==> src/rtl/code_preimage_search_pkg.sv <==
// Shared definitions for the code preimage search block: widths, the forward
// code map table (single source) and the search state encoding.
package code_preimage_search_pkg;

   localparam int unsigned CODE_W = 4;
   localparam int unsigned CNT_W  = 5;
   localparam int unsigned N_CAND = 16;

   typedef logic [CODE_W-1:0] code_t;
   typedef logic [CNT_W-1:0]  cnt_t;

   typedef enum logic [1:0] {
      IDLE   = 2'd0,
      SEARCH = 2'd1,
      DONE   = 2'd2
   } state_e;

   // Forward map F(x) for x = 0..15
   localparam code_t FWD_TABLE [N_CAND] = '{
      4'd2,  4'd3,  4'd8,  4'd0,  4'd3,  4'd11, 4'd10, 4'd13,
      4'd9,  4'd15, 4'd12, 4'd7,  4'd1,  4'd2,  4'd1,  4'd4
   };

   function automatic code_t fwd_map(input code_t x);
      return FWD_TABLE[x];
   endfunction

endpackage

==> src/rtl/code_preimage_search_if.sv <==
// Request/result handshake bundle for code_preimage_search.
interface code_preimage_search_if;
   import code_preimage_search_pkg::*;

   logic  in_valid;
   logic  in_ready;
   code_t in_code;
   logic  out_valid;
   logic  out_ready;
   logic  out_found;
   code_t out_x;
   cnt_t  out_count;
   logic  out_multi;

   modport master (
      output in_valid, in_code, out_ready,
      input  in_ready, out_valid, out_found, out_x, out_count, out_multi
   );

   modport slave (
      input  in_valid, in_code, out_ready,
      output in_ready, out_valid, out_found, out_x, out_count, out_multi
   );

endinterface

==> src/rtl/fwd_code_map.sv <==
// Combinational forward code map lookup y = F(x).
module fwd_code_map
   import code_preimage_search_pkg::*;
(
   input  code_t x,
   output code_t y_c
);

   assign y_c = fwd_map(x);

endmodule

==> src/rtl/code_preimage_search.sv <==
// Sequential inverse of the forward code map: scans one candidate per clock and
// reports the smallest preimage, the preimage count and found/ambiguous flags.
module code_preimage_search
   import code_preimage_search_pkg::*;
#(
   parameter bit EARLY_EXIT = 1'b0
)
(
   input  logic                  clk,
   input  logic                  rst_n,
   code_preimage_search_if.slave bus
);

   state_e state_q, state_d;
   code_t  code_q, code_d;
   code_t  idx_q, idx_d;
   code_t  x_q, x_d;
   cnt_t   count_q, count_d;
   logic   found_q, found_d;
   logic   in_ready_q, in_ready_d;
   logic   out_valid_q, out_valid_d;
   code_t  cand_y_c;
   logic   match_c;

   fwd_code_map u_fwd_code_map (
      .x   (idx_q),
      .y_c (cand_y_c)
   );

   assign match_c = (cand_y_c == code_q);

   // Next-state, accumulator and handshake logic
   always_comb begin
      state_d  = state_q;
      code_d   = code_q;
      idx_d    = idx_q;
      x_d      = x_q;
      count_d  = count_q;
      found_d  = found_q;

      unique case (state_q)
         IDLE: begin
            if (bus.in_valid && in_ready_q) begin
               code_d  = bus.in_code;
               idx_d   = '0;
               x_d     = '0;
               count_d = '0;
               found_d = 1'b0;
               state_d = SEARCH;
            end
         end
         SEARCH: begin
            if (match_c) begin
               count_d = count_q + CNT_W'(1);
               if (!found_q) begin
                  found_d = 1'b1;
                  x_d     = idx_q;
               end
            end
            if ((idx_q == CODE_W'(N_CAND - 1)) || (EARLY_EXIT && match_c)) begin
               state_d = DONE;
            end else begin
               idx_d = idx_q + CODE_W'(1);
            end
         end
         DONE: begin
            if (out_valid_q && bus.out_ready) begin
               state_d = IDLE;
            end
         end
         default: state_d = IDLE;
      endcase

      // Handshake flags track the state being entered so they are registered
      in_ready_d  = (state_d == IDLE);
      out_valid_d = (state_d == DONE);
   end

   always_ff @(posedge clk or negedge rst_n) begin
      if (!rst_n) begin
         state_q     <= IDLE;
         code_q      <= '0;
         idx_q       <= '0;
         x_q         <= '0;
         count_q     <= '0;
         found_q     <= 1'b0;
         in_ready_q  <= 1'b0;
         out_valid_q <= 1'b0;
      end else begin
         state_q     <= state_d;
         code_q      <= code_d;
         idx_q       <= idx_d;
         x_q         <= x_d;
         count_q     <= count_d;
         found_q     <= found_d;
         in_ready_q  <= in_ready_d;
         out_valid_q <= out_valid_d;
      end
   end

   assign bus.in_ready  = in_ready_q;
   assign bus.out_valid = out_valid_q;
   assign bus.out_found = found_q;
   assign bus.out_x     = x_q;
   assign bus.out_count = count_q;
   assign bus.out_multi = (count_q > CNT_W'(1));

endmodule

==> src/flat_wrapper.sv <==
// flat-port wrapper written by rule: the top's interface ports become plain ports
module code_preimage_search_flat import code_preimage_search_pkg::*;
#(
   parameter bit EARLY_EXIT = 1'b0
)
  (clk, rst_n, bus_in_valid, bus_in_code, bus_out_ready, bus_in_ready, bus_out_valid, bus_out_found, bus_out_x, bus_out_count, bus_out_multi);
  code_preimage_search_if bus_i ();
  input  logic clk;
  input  logic rst_n;
  input wire logic [$bits(bus_i.in_valid)-1:0] bus_in_valid;
  input wire logic [$bits(bus_i.in_code)-1:0] bus_in_code;
  input wire logic [$bits(bus_i.out_ready)-1:0] bus_out_ready;
  output wire logic [$bits(bus_i.in_ready)-1:0] bus_in_ready;
  output wire logic [$bits(bus_i.out_valid)-1:0] bus_out_valid;
  output wire logic [$bits(bus_i.out_found)-1:0] bus_out_found;
  output wire logic [$bits(bus_i.out_x)-1:0] bus_out_x;
  output wire logic [$bits(bus_i.out_count)-1:0] bus_out_count;
  output wire logic [$bits(bus_i.out_multi)-1:0] bus_out_multi;
  assign bus_i.in_valid = bus_in_valid;
  assign bus_i.in_code = bus_in_code;
  assign bus_i.out_ready = bus_out_ready;
  assign bus_in_ready = bus_i.in_ready;
  assign bus_out_valid = bus_i.out_valid;
  assign bus_out_found = bus_i.out_found;
  assign bus_out_x = bus_i.out_x;
  assign bus_out_count = bus_i.out_count;
  assign bus_out_multi = bus_i.out_multi;
  code_preimage_search #(.EARLY_EXIT(EARLY_EXIT)) u_core (.clk(clk), .rst_n(rst_n), .bus(bus_i));
endmodule
==> config.mk <==
export PLATFORM = sky130hd
export DESIGN_NAME = code_preimage_search_flat
export DESIGN_NICKNAME = d
export VERILOG_FILES = /design/src/rtl/code_preimage_search_pkg.sv /design/src/rtl/code_preimage_search_if.sv /design/src/rtl/fwd_code_map.sv /design/src/rtl/code_preimage_search.sv /design/src/flat_wrapper.sv
export SDC_FILE = /design/constraint.sdc
export NUM_CORES = 1
export LEC_CHECK = 0
export CAP_MARGIN = 20
export CORE_UTILIZATION = 45
export DETAILED_ROUTE_END_ITERATION = 10
export DONT_BUFFER_PORTS = 1
export SYNTH_ARGS = -nofsm -noshare
export SYNTH_HDL_FRONTEND = slang
export SYNTH_HIERARCHICAL = 1
export SYNTH_SLANG_ARGS = --single-unit
==> constraint.sdc <==
create_clock -name clk -period 2.9 [get_ports clk]
set_input_delay 0.435 -clock clk [delete_from_list [all_inputs] [get_ports clk]]
set_output_delay 0.435 -clock clk [all_outputs]
set_load 0.005 [all_outputs]
==> results.json <==
{
  "die_w_um": 54.4,
  "slew_headroom_pct": 64.6,
  "synth_top_family_by_area": "simple AND/OR/NAND/NOR gates",
  "die_h_um": 54.4,
  "numPortBuffers": 0,
  "synth_top_cell_area_share_pct": 44.6,
  "synth.top_cells.by_area": "dfrtp_1 45%, nand2_1 7.3%, mux2i_1 4.9%",
  "hold_path.class": "primary input to flip-flop",
  "dp_cells": 158,
  "reg2reg_from": "u_core/idx_q[0]",
  "slew_violations": 0,
  "seq_area_frac_synth_pct": 44.6,
  "wire_per_inst_um": 13.5,
  "setup_viol": 0,
  "rsz0062_at_grt": "false",
  "worst-slew-pin-transition_ps": 529,
  "firstDrtPassIters": 4,
  "post-dp-hpwl_um": 1650,
  "ios": 21,
  "synthAdderAreaFrac_pct": 3.04,
  "synthSimpleGateAreaFrac_pct": 24.2,
  "power_leakage_uw": 0.000639,
  "synth.most_common_cell": "nand2_1",
  "crit_path_end": "u_core/bus.out_x[0]",
  "synth_area_sq_mm": 0.00123,
  "routed_via_density": 5.56,
  "arrival_ps": 2400,
  "min_period_ps": 2200,
  "syn-num-nets": 145,
  "grt_overflow_total": 0,
  "status": "finished clean",
  "powerDensity_mw_per_mm2": 1110,
  "h-tree-depth": 1,
  "endpoint_kind": "flip-flop",
  "start_util_pct": 48.5,
  "max_freq_mhz": 454,
  "yosys.cell_types.count": 35,
  "root_buffer": "clkbuf_4",
  "grt_pass1_vias": 810,
  "ir_worst_vdd_uv": 560,
  "cts_tree": "yes",
  "ys_seq_elements": 22,
  "cts_hold_buf": 1,
  "grt_pass1_wl_um": 3610,
  "yosys-top-cells-count": "24 x nand2_1, 22 x dfrtp_1, 11 x nand3_1",
  "crit_type": "flip-flop to flip-flop",
  "timing_hold_violations_final": 0,
  "antenna_found_initial": 0,
  "clock_latency_ps": 300,
  "drive_gt1_share_pct": 6.72,
  "place.gp.congestion": 0.748,
  "reg2reg_slack_ps": 700,
  "synthMuxAreaShare_pct": 4.87,
  "synth_edf_count": 0,
  "path_clk_slew_ps": 120,
  "synthXorXnorAreaFrac_pct": 2.13,
  "multi_input_area_sq_um": 613,
  "cp.required_ps": 3100,
  "core_sq_mm": 0.00254,
  "fin_nets": 146,
  "drc_errors": 0,
  "wl_um": 2220,
  "fin_ws_ps": 700,
  "vias": 912,
  "worstReg2RegEnd": "u_core/bus.out_x[0]",
  "fin_skew_ps": 3.40,
  "area_growth_pct": 4.46,
  "period_share_pct": 75.9,
  "syn-mean-instance-area_sq_um": 9.21,
  "tns_ps": 0,
  "regArea_sq_um": 551,
  "synth-compound-area-share_pct": 15.4,
  "place_ws_ps": 722,
  "post_cts_buffers": 0,
  "path_max_fanout": 14,
  "initialDrtViolationCount": 13,
  "grt_max_degree": 23,
  "yosys_most_used_dff": "dfrtp_1",
  "drv_cap": 0,
  "r2r_cells": 6,
  "rows": 18,
  "async_flop_share_pct": 100,
  "start_kind": "flip-flop",
  "ctsResizeCount": 0,
  "synth_largest_area_cell": "dfrtp_1",
  "clock_sinks": 22,
  "fillCellCount": 245,
  "layout.cells.non_filler": 164,
  "syn_inst": 134,
  "grt_usage_pct": 17.3,
  "drtAntennaViolNets": 0,
  "dieArea_sq_mm": 0.00296,
  "cts_buffers": 3,
  "n_antenna_cell": 0,
  "clockBufferDepth": 2,
  "yosys_warnings": 6,
  "startpoint": "u_core/idx_q[0]"
}
[through the flow]
| step | hold WS, ps | area (sq um) | util (%) | power, uW |
|---|---|---|---|---|
| CTS | 218 | 1280 | 50.2 | 1440 |
| global placement | 140 | 1230 | 48.4 | 1250 |
| global route | 215 | 1290 | 50.6 | 1580 |
| floorplan | 139 | 1230 | - | 1160 |
| detailed placement | 140 | 1230 | 48.4 | 1270 |
| finish | 228 | 1290 | 50.6 | 1430 |
[report_power, final]
part	total (uW)	switching [uW]	internal (uW)
clock	166	89.5	76.6
combinational	631	356	276
sequential	633	199	434
[layer usage]
metal,GRT usage [%],wire length [um],vias up
met2,26.8,1010,14
met1,23.7,1140,424
met3,2.50,63,2
met5,0,0,-
li1,-,-,472
met4,7.69,10,0
[worst max-delay path, stage by stage, from the launching register on]
cell      delay, ps
dfrtp_1         550
o211ai_1        230
o21ai_0         160
nor2b_1         190
or3_1           350
or4_4           480
mux2i_1         140
[placed cells by master, fill, tap and decap left out, types with 2 or more instances in the layout]
master and count:
dfrtp_1 22, mux2i_1 6, o21ai_0 9, nand3_1 11, nor2_1 6, a31oi_1 3
clkbuf_4 3, nand2b_1 4, or3_1 2, a41o_1 2, a21oi_1 2, xor2_1 2
nand2_1 24, inv_1 8, nor3_1 2, ha_1 3, o211ai_1 2, nor2b_1 5
[cell families (layout without fill, tap and decap cells)]
logic type	after synthesis	after routing
AOI/OAI and AO/OA	26	26
xor gates and xnor gates	3	3
adders and majority gates	3	3
buffers and inverters	14	14
DFF	22	22
muxes	6	6
and+or+nand+nor	60	60
[state kept, by name, indices dropped and copies added, names as in the netlist]
| signal | flops |
|---|---|
| u_core/bus.out_count | 5 |
| u_core/bus.out_x | 4 |
| u_core/idx_q | 4 |
| u_core/code_q | 4 |
| u_core/bus.in_ready | 1 |
| u_core/state_q | 2 |
| u_core/bus.out_found | 1 |
| u_core/bus.out_valid | 1 |
[worst min-delay path by stage]
stage                        start  cells after the start  slack [ps]                   to
floorplan                    rst_n                      0         140  u_core/bus.in_ready
global placement             rst_n                      0         140  u_core/bus.out_x[0]
detailed placement           rst_n                      0         140  u_core/bus.out_x[0]
CTS                 bus_in_code[1]                      2         220     u_core/code_q[1]
global route        bus_in_code[0]                      2         210     u_core/code_q[0]
finish              bus_in_code[2]                      2         230     u_core/code_q[2]
[cell type report]
cell class	count	share of cell area (%)
Multi-Input combinational cell	98	47.6
Sequential cell	22	42.7
Tap cell	30	2.91
Clock buffer	4	2.82
Inverter	8	2.33
Timing Repair Buffer	2	1.65
Power figures use the tool's default switching activity.
